**src/rtl/axi4_frame_writer.sv**
```systemverilog
// AXI4 write master: streams one frame of pixel groups into memory as back-to-back
// fixed-length INCR bursts, with a single burst (AW, W beats, B) in flight at a time.
module axi4_frame_writer #(
    parameter int MST_ID_W         = 3,
    parameter int MST_ID           = 0,
    parameter int DATA_WIDTH       = 256,
    parameter int ADDR_WIDTH       = 32,
    parameter int TRANS_DATA_LEN_W = 3,
    parameter int BURST_LEN        = 8,
    parameter int FRAME_BEAT_NUM   = 3600
) (
    input  logic                        clk,
    input  logic                        rst,
    input  logic                        frame_start_i,
    input  logic [ADDR_WIDTH-1:0]       base_addr_i,
    input  logic [DATA_WIDTH-1:0]       pg_data_i,
    input  logic                        pg_valid_i,
    output logic                        pg_ready_o,
    output logic [MST_ID_W-1:0]         m_AWID_o,
    output logic [ADDR_WIDTH-1:0]       m_AWADDR_o,
    output logic [TRANS_DATA_LEN_W-1:0] m_AWLEN_o,
    output logic [2:0]                  m_AWSIZE_o,
    output logic [1:0]                  m_AWBURST_o,
    output logic                        m_AWVALID_o,
    input  logic                        m_AWREADY_i,
    output logic [DATA_WIDTH-1:0]       m_WDATA_o,
    output logic                        m_WLAST_o,
    output logic                        m_WVALID_o,
    input  logic                        m_WREADY_i,
    input  logic [MST_ID_W-1:0]         m_BID_i,
    input  logic [1:0]                  m_BRESP_i,
    input  logic                        m_BVALID_i,
    output logic                        m_BREADY_o,
    output logic                        busy_o,
    output logic                        frame_done_o,
    output logic                        resp_err_o
);

    localparam int BURST_NUM   = FRAME_BEAT_NUM / BURST_LEN;
    localparam int BEAT_W      = (BURST_LEN > 1) ? $clog2(BURST_LEN) : 1;
    localparam int BURST_W     = (BURST_NUM > 1) ? $clog2(BURST_NUM) : 1;
    localparam int BURST_BYTES = BURST_LEN * (DATA_WIDTH / 8);

    localparam logic [BEAT_W-1:0]     LAST_BEAT   = BEAT_W'(BURST_LEN - 1);
    localparam logic [BURST_W-1:0]    LAST_BURST  = BURST_W'(BURST_NUM - 1);
    localparam logic [ADDR_WIDTH-1:0] ADDR_STEP   = ADDR_WIDTH'(BURST_BYTES);
    localparam logic [MST_ID_W-1:0]   OWN_ID      = MST_ID_W'(MST_ID);

    typedef enum logic [1:0] {
        IDLE = 2'd0,
        ADDR = 2'd1,
        DATA = 2'd2,
        RESP = 2'd3
    } state_t;

    state_t               state;
    logic [BEAT_W-1:0]    beat_cnt;
    logic [BURST_W-1:0]   burst_cnt;
    logic                 in_data;
    logic                 w_fire;
    logic                 bad_resp;

    assign m_AWID_o    = OWN_ID;
    assign m_AWLEN_o   = TRANS_DATA_LEN_W'(BURST_LEN - 1);
    assign m_AWSIZE_o  = 3'($clog2(DATA_WIDTH / 8));
    assign m_AWBURST_o = 2'b01;

    // The W channel is a direct pass-through of the pixel stream, gated so that
    // nothing moves unless the current burst's address has already been accepted.
    assign in_data    = (state == DATA);
    assign m_WDATA_o  = pg_data_i;
    assign m_WVALID_o = in_data & pg_valid_i;
    assign pg_ready_o = in_data & m_WREADY_i;
    assign m_WLAST_o  = in_data & (beat_cnt == LAST_BEAT);
    assign w_fire     = in_data & pg_valid_i & m_WREADY_i;
    assign bad_resp   = (m_BRESP_i != 2'b00) | (m_BID_i != OWN_ID);

    always_ff @(posedge clk) begin
        if (rst) begin
            state        <= IDLE;
            beat_cnt     <= '0;
            burst_cnt    <= '0;
            m_AWVALID_o  <= 1'b0;
            m_AWADDR_o   <= '0;
            m_BREADY_o   <= 1'b0;
            busy_o       <= 1'b0;
            frame_done_o <= 1'b0;
            resp_err_o   <= 1'b0;
        end else begin
            frame_done_o <= 1'b0;
            case (state)
                IDLE: begin
                    if (frame_start_i) begin
                        m_AWADDR_o  <= base_addr_i;
                        burst_cnt   <= '0;
                        resp_err_o  <= 1'b0;
                        m_AWVALID_o <= 1'b1;
                        busy_o      <= 1'b1;
                        state       <= ADDR;
                    end
                end
                ADDR: begin
                    if (m_AWREADY_i) begin
                        m_AWVALID_o <= 1'b0;
                        beat_cnt    <= '0;
                        state       <= DATA;
                    end
                end
                DATA: begin
                    if (w_fire) begin
                        beat_cnt <= beat_cnt + 1'b1;
                        if (beat_cnt == LAST_BEAT) begin
                            m_BREADY_o <= 1'b1;
                            state      <= RESP;
                        end
                    end
                end
                RESP: begin
                    if (m_BVALID_i) begin
                        m_BREADY_o <= 1'b0;
                        burst_cnt  <= burst_cnt + 1'b1;
                        if (bad_resp) begin
                            resp_err_o <= 1'b1;
                        end
                        // Address advances by whole bursts and wraps at the top of the space.
                        if (burst_cnt == LAST_BURST) begin
                            busy_o       <= 1'b0;
                            frame_done_o <= 1'b1;
                            state        <= IDLE;
                        end else begin
                            m_AWADDR_o  <= m_AWADDR_o + ADDR_STEP;
                            m_AWVALID_o <= 1'b1;
                            state       <= ADDR;
                        end
                    end
                end
                default: state <= IDLE;
            endcase
        end
    end

endmodule

```
**config.mk**
```make
export PLATFORM = sky130hd
export DESIGN_NAME = axi4_frame_writer
export DESIGN_NICKNAME = d
export VERILOG_FILES = /design/src/rtl/axi4_frame_writer.sv
export SDC_FILE = /design/constraint.sdc
export NUM_CORES = 1
export LEC_CHECK = 0
export BUFFER_PORTS_ARGS = -buffer_cell sky130_fd_sc_hd__buf_4
export CAP_MARGIN = 20
export CORE_AREA = 2 2 236 238
export DETAILED_ROUTE_END_ITERATION = 8
export DIE_AREA = 0 0 238 240
export PLACE_DENSITY = 0.3
export SLEW_MARGIN = 20
export SYNTH_ARGS = -nofsm -noshare
export SYNTH_HDL_FRONTEND = slang
export SYNTH_SLANG_ARGS = --single-unit
```
**constraint.sdc**
```tcl
create_clock -name clk -period 2.6 [get_ports clk]
set_clock_uncertainty 0.2 [all_clocks]
set_input_delay 0.26 -clock clk [delete_from_list [all_inputs] [get_ports clk]]
set_output_delay 0.26 -clock clk [all_outputs]
set_load 0.05 [all_outputs]
```
* Yosys cells after proc, flatten, opt, wreduce, memory -nomap -nowiden
Cells that the tools add are included.
** Cells by class
- Eq/ne operators :: 13
- Reductions and logical operators :: 16
- Add/sub/neg operators :: 3
- Bitwise operators :: 7
- Mux-type cells :: 34
** Operators with widths (number)
- two-way mux 32 bit :: 3
- one-hot mux 32 bit (2 select lines) :: 1
- adder 32 x 9 -> 32 bit, second input constant :: 1
- two-way mux 9 bit :: 2
- one-hot mux 9 bit (2 select lines) :: 1
- AND reduction 4 bit :: 4
- two-way mux 1 bit :: 14
- inequality test 2 bit, second input constant :: 6
- two-way mux 2 bit :: 5
- AND reduction 5 bit :: 2
- adder 9 x 1 -> 9 bit, second input constant :: 1
- == test 9 bit, second input constant :: 1
- one-hot mux 2 bit (4 select lines) :: 1
- nonzero test 2 bit :: 4
- two-way mux 3 bit :: 2
- one-hot mux 1 bit (2 select lines) :: 3
- one-hot mux 3 bit (2 select lines) :: 1
- AND reduction 3 bit :: 2
- nonzero test 3 bit :: 2
- AND 1 bit :: 4
- == test 2 bit, second input constant :: 2
- inequality test 2 x 1 -> 1 bit, second input constant :: 2
- adder 3 x 1 -> 3 bit, second input constant :: 1
- == test 3 bit, second input constant :: 1
- 6 further kinds :: 7
** Word-level totals
- Output and inout port bits :: 307
- Logic and storage cells :: 82
- Bits of input ports :: 300
- Flip-flop bits (word level) :: 51

* Depth between registers and ports, before layout
Gate-level depths: netlist of run 1.
- Depth after elaboration :: 5
- Mapped depth :: 10
- Mapped depth without buffers :: 7

* Least setup slack after synthesis of run 1
No wires, ideal clock.
- Path type :: flip-flop to flip-flop
- Start :: register m_AWADDR_o[13]
- End :: register m_AWADDR_o[27]
- Path slack :: 166 ps
- Data arrival time :: 2104 ps
- Path buffers :: 1
- Clock period less this slack :: 2434 ps
- Cell stages (with the launch flop) :: 7
- Data required time :: 2270 ps
- Setup time :: 130 ps
- Cell sequence :: dfxtp_1 nand4_2 or4_1 clkbuf_1 nor3_2 mux2i_1 o22ai_1
** Between the ends
- Cells in the longest elaborated chain, start to end :: 4
** RTL lines
- from (decl) :: RTL line 20 : output logic [ADDR_WIDTH-1:0] m_AWADDR_o,
- from (signal assigned) :: RTL line 94 : m_AWADDR_o <= base_addr_i;
- from (signal assigned) :: RTL line 131 : m_AWADDR_o <= m_AWADDR_o + ADDR_STEP;
- adder 32 x 9 -> 32 bit :: RTL line 131
- two-way mux 32 bit :: RTL line 126 : if (burst_cnt == LAST_BURST) begin
- two-way mux 32 bit :: RTL line 119 : if (m_BVALID_i) begin
- one-hot mux 32 bit (2 select lines) :: RTL line 91 : case (state)
No other way between the ends. The select of a mux whose other input is x is not followed.
A chain may end at the register's enable or synchronous reset.

* Final worst setup path of run 1
- Start :: register m_AWADDR_o[8]
- End :: register m_AWADDR_o[30]
The elaborated chain is that of the path after synthesis.

==> flow_summary.toml, run 1 <==
[status]
run_status = "complete, no violations"

[die]
dieWidth_um = 238
initial_core_util = 0.08883
fp.dieH_um = 240
ios = 607
dieArea_um2 = 57120
fp.coreArea_um2 = 54660
row_count = 86

[clock_tree]
path_clk_slew_ps = 90
htree_num_levels = 2
clock_sinks = 51
postCtsResizedCells = 0
cts.path.max_buffers = 2
cts_buffers = 5
cts_root_buffer = "clkbuf_16"
cts_tree = "built"
cts_setup_buffers = 0
worstSkewPairLatency_ps = 320

[grt]
grt_max_degree = 44
antenna_found_initial = 4
grt_pass1_vias = 3550
grt_pass1_wl_um = 25830
grt_overflow_total = 0
grt_usage = 0.06447

[sta]
hold_viol_final = 0
grt_setup_unrepaired = "true"
setup-tns-final_ps = 0
setup_viol = 0
fin_crit_ps = 2322
final_max_slew_viol_count = 0
fin_crit_sh = 0.8932
relSlewSlack = 0.6128
worst_pin_slew_ps = 579.4
fmax_ghz = 0.4306

[critical_path]
end_kind = "flop"
cp-start-kind = "flop"
worstPathCellList = "ha_1 > nand4_1 > or4_1 > nor2_1 > nand4_1 > a31oi_1"
cp_slowest_stage_delay_ps = 610
crit_fanout = 7
cp_data_required_time_ps = 2640
crit_type = "reg2reg"
critPathArrivalTime_ps = 2360
path_common_cell = "nand4_1"
critPathSlowestCell = "or4_1"

[synthesis]
avgSynthCellArea_um2 = 7.720
async_reset_ff_frac = 0
netlist_instances = 629
yosysSeqAreaShare = 0.2103
synth_top_area_frac = 0.4143
synth_area_leader_cell = "buf_4"
synth.distinct_cells = 49
ys_ff_latch = 51
ys_top_cells_by_area = "buf_4 (41%), dfxtp_1 (21%), a21oi_1 (3.4%), nor2_1 (3.2%), ha_1 (2.6%)"
synth_edf_count = 0
ys.flop_type = "dfxtp_1"
syn-cell-area_um2 = 4856
yosysWarnings = 0

[cells_and_area]
utilization = 0.08394
finalNetCount = 767
layout_commonest_cell = "buf_4"
syn2layout_area_growth_pct = -5.514
seq_area_um2 = 1021
antenna_cells = 0
final_cells = 1162
multiInputGateArea_um2 = 1720
layout_common_cells = "buf_4 (99), dfxtp_1 (51), nor2_1 (41)"
fillers = 6399
drive_gt1_frac = 0.2511

[pwr]
p_leak_uw = 0.001516
p_per_area_nw_per_um2 = 950.0
internal_power_uw = 2168
power.share.combinational = 0.528
p_switching_uw = 2190
clock_power_share = 0.192
peakVddDrop_mv = 0.2054
swShare = 0.5025
power.sequential.fraction = 0.280

[placed_design]
numPortBuffers = 83
placed_cells = 1153
gp_congestion = 0.6917
dpl.hpwl_um = 15480

[detailed_routing]
wirelength_um = 19060
wl_per_cell_um = 16.40
final_antenna_net_count = 0
vias_per_cell = 2.943
drt_iter0_drc = 163
drc = 0
drt_first_pass_iters = 5
vias = 3420

[job]
max_cap_viol_count = 0

[min_path]
min_path_type = "in2reg"
[stage by stage]
stage / instance area [um^2] / hold slack (ps) / setup WS (ps) / total power, uW
2_1_floorplan: 4890 / 169.6 / 165.6 / 3820
3_3_place_gp: 4410 / 259.3 / 263.3 / 3616
3_5_place_dp: 4410 / 268.2 / 252.9 / 3607
4_1_cts: 4588 / 72.48 / 211.7 / 4476
5_1_grt: 4588 / 86.08 / -3.450 / 4694
6_report: 4588 / 76.14 / 277.6 / 4359
[cells by family (layout without fill, tap and decap cells)]
kind of cell,after synthesis,count (layout),share of synthesized area
buffers and inverters,300,120,0.4424
and+or+nand+nor,163,163,0.1822
AOI/OAI and AO/OA,91,91,0.1149
DFF,51,51,0.2103
adders and majority gates,10,10,0.02577
xor gates and xnor gates,7,7,0.01263
muxes,5,5,0.01031
other,2,11,0.001547
[sequential cells by signal, indices dropped and copies added, names as in the netlist]
signal and flops:
m_AWADDR_o 32, frame_done_o 1, busy_o 1, beat_cnt 3, m_AWVALID_o 1, burst_cnt 9, state 2, resp_err_o 1
m_BREADY_o 1
[path summary, 6_finish.rpt]
kind,start,end,slack [ps],cells past startpoint
setup / recovery,m_AWADDR_o[8],m_AWADDR_o[30],280,6
hold reg to reg,beat_cnt[1],beat_cnt[1],280,2
setup reg to reg,m_AWADDR_o[8],m_AWADDR_o[30],280,6
hold / removal,base_addr_i[26],m_AWADDR_o[26],80,3
[area by class of cell]
type	instances	share of cell area
multi-input cells	287	0.3750
clock buffers	6	0.02809
flip-flops and latches	51	0.2225
well taps	704	0.1920
inverters	12	0.009817
repair buffers	100	0.1642
clock inverters	2	0.008454
[power by group through the flow]
stage | clock, uW | sequential, uW | combinational, uW
6_report | 836 | 1220 | 2300
2_1_floorplan | 0 | 1760 | 2060
3_3_place_gp | 0 | 1240 | 2370
3_5_place_dp | 0 | 1240 | 2360
5_1_grt | 900 | 1260 | 2540
4_1_cts | 874 | 1230 | 2370
[repair_timing]
action / in CTS / in global routing
hold buffers: 1 / 0
setup endpoints to repair: 0 / 1
hold endpoints to repair: 1 / 0
[worst max-delay path: cells and delay by family (launching register included)]
kind | cells | cell delay [ps]
AND/OR/NAND/NOR | 4 | 1150
flip-flops | 1 | 450
adder cells (fa/ha/maj) | 1 | 280
AO/OA/AOI/OAI | 1 | 170
[Yosys cell counts, types with 3 or more instances]
library cell  count
nand4b_1          3
nor4_1            7
and2_1            6
nor3_1           11
clkbuf_1         16
a211oi_1          8
dfxtp_1          51
nor2_1           41
a22oi_1          11
and3_1            5
nand3_1          17
a31oi_1           7
xnor2_1           5
a21oi_1          33
or2_2             3
or4_1             3
nand2b_1          6
ha_1             10
or3_1             5
nand2_1          25
mux2i_1           5
o21ai_0          14
inv_1            12
o22ai_1           8
buf_4           268
nand4_1          11
nor3b_1           8
[metal layers]
layer  GRT usage  vias to the layer above  share of wire
li1            -                     1498              -
met1     0.05884                     1549           0.33
met2      0.1046                      248           0.47
met3     0.03869                      119           0.13
met4     0.05000                        6          0.069
met5    0.002597                        -         0.0017
(Power assumes the default switching activity.)
==> run 2: changes to the inputs <==
==> constraint.sdc (replaced) <==
create_clock -name clk -period 2.3 [get_ports clk]
set_clock_uncertainty 0.2 [all_clocks]
set_input_delay 0.23 -clock clk [delete_from_list [all_inputs] [get_ports clk]]
set_output_delay 0.23 -clock clk [all_outputs]
set_load 0.05 [all_outputs]
==> run 2 against run 1 <==
Net effect: wire length is 0.71% lower; sequential share of layout area is 0.24 points lower; die area stayed put; non-clock buffer count is 11 higher; flip-flop and latch count stayed put; maximum frequency is 11% higher; first-iteration DRC count is 33% lower; hold slack worse by 34 ps; via count is 0.23% higher; sequential power is 11% higher; global-route usage is 0.066 points lower; critical path type unchanged; critical endpoint is now m_AWADDR_o[26]; largest power group unchanged.
==> flow_summary.toml, run 2 (synthesis results as in run 1) <==
[sta]
setup_viol = 0
fin_crit_ps = 2095
final_max_slew_viol_count = 0
fmax_ghz = 0.4774
hold_viol_final = 0
worst_pin_slew_ps = 546.4
fin_crit_sh = 0.9107
relSlewSlack = 0.6357

[clock_tree]
htree_num_levels = 2
cts_tree = "built"
cts_buffers = 5
path_clk_slew_ps = 90
cts.path.max_buffers = 2
worstSkewPairLatency_ps = 320
clock_sinks = 51
cts_root_buffer = "clkbuf_16"

[cells_and_area]
reg_top3 = "m_AWADDR_o x32, burst_cnt x9, beat_cnt x3"
layout_common_cells = "buf_4 (109), dfxtp_1 (43), nor2_1 (41)"
syn2layout_area_growth_pct = -3.556
design_area_um2 = 4683
layout_commonest_cell = "buf_4"
seq_area_um2 = 1031
top_register = "m_AWADDR_o"
fillers = 6427
multiInputGateArea_um2 = 1739
finalNetCount = 778
utilization = 0.08568
drive_gt1_frac = 0.2942
antenna_cells = 0
largest_register_ffs = 32

[die]
ios = 607
dieWidth_um = 238
row_count = 86
initial_core_util = 0.08883
dieArea_um2 = 57120
fp.coreArea_um2 = 54660
fp.dieH_um = 240

[placed_design]
gp_congestion = 0.6702
postPlaceCellArea_um2 = 4496
numPortBuffers = 83
dpl.hpwl_um = 15380

[pwr]
p_per_area_nw_per_um2 = 1042
p_leak_uw = 0.001566
peakVddDrop_mv = 0.2533

[detailed_routing]
drc = 0
wirelength_um = 18930
wl_per_cell_um = 16.14
drt_first_pass_iters = 4
final_antenna_net_count = 0
vias = 3428
drt_iter0_drc = 110
vias_per_cell = 2.922

[critical_path]
end_kind = "flop"
cp-start-kind = "flop"
reg2reg_depth = 6
cp_data_required_time_ps = 2350
critPathArrivalTime_ps = 2150
crit_type = "reg2reg"
crit_fanout = 7

[status]
run_status = "complete, no violations"

[grt]
antenna_found_initial = 3
grt_max_degree = 44
grt_pass1_vias = 3515
grt_pass1_wl_um = 25630
grt_usage = 0.06381
grt_overflow_total = 0

[job]
max_cap_viol_count = 0

[min_path]
min_path_cells = 3
min_path_type = "in2reg"
-- run 2: cell count changes in the layout (fill, tap and decap cells not counted), moves of 2 or more --
cell     before  now
nor4_1        7    5
nor4_2        0    2
buf_4        99  109
dfxtp_2       0    8
dfxtp_1      51   43
-- run 2: path summary, 6_finish.rpt --
check,from,end,slack [ps]
max,m_AWADDR_o[8],m_AWADDR_o[26],210
min,base_addr_i[26],m_AWADDR_o[26],40
max reg2reg,m_AWADDR_o[8],m_AWADDR_o[26],210
min reg2reg,beat_cnt[2],beat_cnt[2],280
-- run 2: power breakdown --
group	switching, uW	internal [uW]	leakage [uW]	total (uW)
clock network	408	411	0.0000717	819
registers	240	1120	0.000421	1360
logic	1820	882	0.00107	2700
-- run 2: timing repair --
action | in CTS | in global routing
resized for setup | 0 | 4
hold buffers | 2 | 0
buffers inserted | 0 | 0
endpoints found under the hold margin | 3 | 0
setup endpoints to repair | 0 | 7
-- run 2: critical path, stage by stage (launching register included) --
cell     delay (ps)
dfxtp_2         410
ha_2            240
nand4_1         180
or4_1           570
nor2_1          140
nand4_1         110
a31oi_1         170
-- run 2: stage by stage --
step	hold WS (ps)	setup WS (ps)	power, uW	instances	TNS (ps)
after detailed placement	260.3	167.0	4145	1163	0
final	41.82	205.4	4878	1173	0
after global routing	48.56	-0.2351	5257	1173	-0.2351
after floorplan	139.6	-11.17	4331	638	-11.17
after CTS	21.03	137.3	5016	1173	0
after global placement	259.1	161.9	4166	1163	0
-- run 2: routing by layer --
| metal | wire length (um) | up-vias | global-route usage |
|---|---|---|---|
| li1 | - | 1518 | - |
| met1 | 6255 | 1557 | 0.05946 |
| met2 | 8885 | 229 | 0.1037 |
| met3 | 2534 | 118 | 0.03685 |
| met4 | 1206 | 6 | 0.04886 |
| met5 | 45 | - | 0 |
-- run 2: layout make-up --
cell class / instances / area share
multi-input combinational: 287 / 0.3714
sequential: 51 / 0.2201
tap: 704 / 0.1881
timing repair buffer: 111 / 0.1790
clock buffer: 5 / 0.02672
inverter: 12 / 0.009618
clock inverter: 3 / 0.005076
==> run 3: changes to the inputs <==
--- a/config.mk
+++ b/config.mk
@@ -5,11 +5,11 @@
 export SDC_FILE = /design/constraint.sdc
 export NUM_CORES = 1
 export LEC_CHECK = 0
-export BUFFER_PORTS_ARGS = -buffer_cell sky130_fd_sc_hd__buf_4
+export BUFFER_PORTS_ARGS = -buffer_cell sky130_fd_sc_hd__buf_2
 export CAP_MARGIN = 20
-export CORE_AREA = 2 2 236 238
+export CORE_AREA = 2 2 233 235
 export DETAILED_ROUTE_END_ITERATION = 8
-export DIE_AREA = 0 0 238 240
+export DIE_AREA = 0 0 235 237
 export PLACE_DENSITY = 0.3
 export SLEW_MARGIN = 20
 export SYNTH_ARGS = -nofsm -noshare
==> constraint.sdc (replaced) <==
create_clock -name clk -period 2.6 [get_ports clk]
set_clock_uncertainty 0.2 [all_clocks]
set_input_delay 0.26 -clock clk [delete_from_list [all_inputs] [get_ports clk]]
set_output_delay 0.26 -clock clk [all_outputs]
set_load 0.05 [all_outputs]
==> run 3 against run 2 <==
Net effect: power decreased by 14%; final cell count is 1.4% lower; die area decreased by 2.5%; critical path type unchanged.
==> flow_summary.toml, run 3 (synthesis results as in run 1) <==
[status]
run_status = "complete, no violations"

[critical_path]
crit_type = "reg2reg"
reg2reg_depth = 6
crit_fanout = 7
cp-start-kind = "flop"
cp_data_required_time_ps = 2600
critPathArrivalTime_ps = 2300
end_kind = "flop"

[sta]
hold_viol_final = 0
final_max_slew_viol_count = 0
finalWorstSetupSlack_ps = 299.1
setup_viol = 0
fin_crit_ps = 2301
setup-tns-final_ps = 0
fmax_ghz = 0.4346
grt_setup_unrepaired = "false"
fin_crit_sh = 0.8850
relSlewSlack = 0.5888
worst_pin_slew_ps = 615.2

[die]
dieWidth_um = 235
dieArea_um2 = 55700
initial_core_util = 0.09114
fp.dieH_um = 237
fp.coreArea_um2 = 53280
row_count = 85
ios = 607

[clock_tree]
htree_num_levels = 2
cts.path.max_buffers = 2
worstSkewPairLatency_ps = 310
clock_sinks = 51
path_clk_slew_ps = 80
ctsHoldBuffers = 0
cts_root_buffer = "clkbuf_16"
cts_tree = "built"
cts_buffers = 5
cts_setup_buffers = 0
postCtsResizedCells = 0

[min_path]
min_path_type = "in2reg"
min_path_cells = 3

[cells_and_area]
layout_commonest_cell = "buf_2"
largest_register_ffs = 32
antenna_cells = 0
top_register = "m_AWADDR_o"
seq_area_um2 = 1021
layout_common_cells = "buf_2 (83), dfxtp_1 (51), nor2_1 (41)"
fillers = 6219
multiInputGateArea_um2 = 1720
finalNetCount = 770
reg_top3 = "m_AWADDR_o x32, burst_cnt x9, beat_cnt x3"
drive_gt1_frac = 0.2581
syn2layout_area_growth_pct = -9.585
utilization = 0.08240

[placed_design]
dpl.hpwl_um = 16000
gp_congestion = 0.6815
post-place-ws_ps = 298.8
numPortBuffers = 83

[grt]
grt_pass1_vias = 3355
grt_pass1_wl_um = 25840
grt_max_degree = 25
antenna_found_initial = 4
grt_usage = 0.06570
grt_overflow_total = 0

[detailed_routing]
wl_per_cell_um = 16.62
vias = 3340
wirelength_um = 19230
drt_iter0_drc = 164
final_antenna_net_count = 0
drc = 0
vias_per_cell = 2.887
drt_first_pass_iters = 4

[job]
max_cap_viol_count = 0

[pwr]
finalPower_uw = 4213
p_per_area_nw_per_um2 = 959.5
peakVddDrop_mv = 0.2368
p_leak_uw = 0.001492
## run 3: power by group
part           switching (uW)  internal [uW]  total [uW]  leakage, uW
clock network             342            460         802    0.0000815
registers                 215            978        1190     0.000418
logic                    1590            623        2220     0.000992
total                    2150           2060        4210      0.00149
## run 3: through the flow
stage / cell area (um^2) / hold slack [ps] / cells
after floorplan: 4890 / 169.6 / 638
after global placement: 4223 / 258.4 / 1149
after detailed placement: 4223 / 266.6 / 1149
after CTS: 4390 / 15.87 / 1157
after global routing: 4390 / 29.00 / 1157
final: 4390 / 24.74 / 1157
## run 3: final timing paths
path / end / startpoint / slack, ps
worst min register to register: beat_cnt[1] / beat_cnt[1] / 270
worst min-delay path: m_AWADDR_o[8] / base_addr_i[8] / 20
worst max-delay path: m_AWADDR_o[24] / m_AWADDR_o[8] / 300
worst max register to register: m_AWADDR_o[24] / m_AWADDR_o[8] / 300
## run 3: area by class of cell
| cell class | instances | area share |
|---|---|---|
| Multi-Input combinational cell | 287 | 0.3918 |
| Sequential cell | 51 | 0.2325 |
| Tap cell | 696 | 0.1983 |
| Timing Repair Buffer | 103 | 0.1288 |
| Clock buffer | 6 | 0.02935 |
| Inverter | 12 | 0.01026 |
| Clock inverter | 2 | 0.008834 |
## run 3: worst max-delay path, cell delays in order, from the launching register on
cell     delay (ps)
dfxtp_1         430
ha_1            280
nand4_1         290
nor4_1          540
a21oi_1         140
a31oi_1         210
a21oi_1         100
## run 3: metal layers
metal  share of wire  vias to the layer above  wire [um]  GRT usage
li1                -                     1505          -          -
met1            0.34                     1475       6515    0.06239
met2            0.47                      255       9050     0.1075
met3            0.13                      103       2515    0.03987
met4           0.059                        2       1132    0.04181
met5         0.00068                        -         13          0
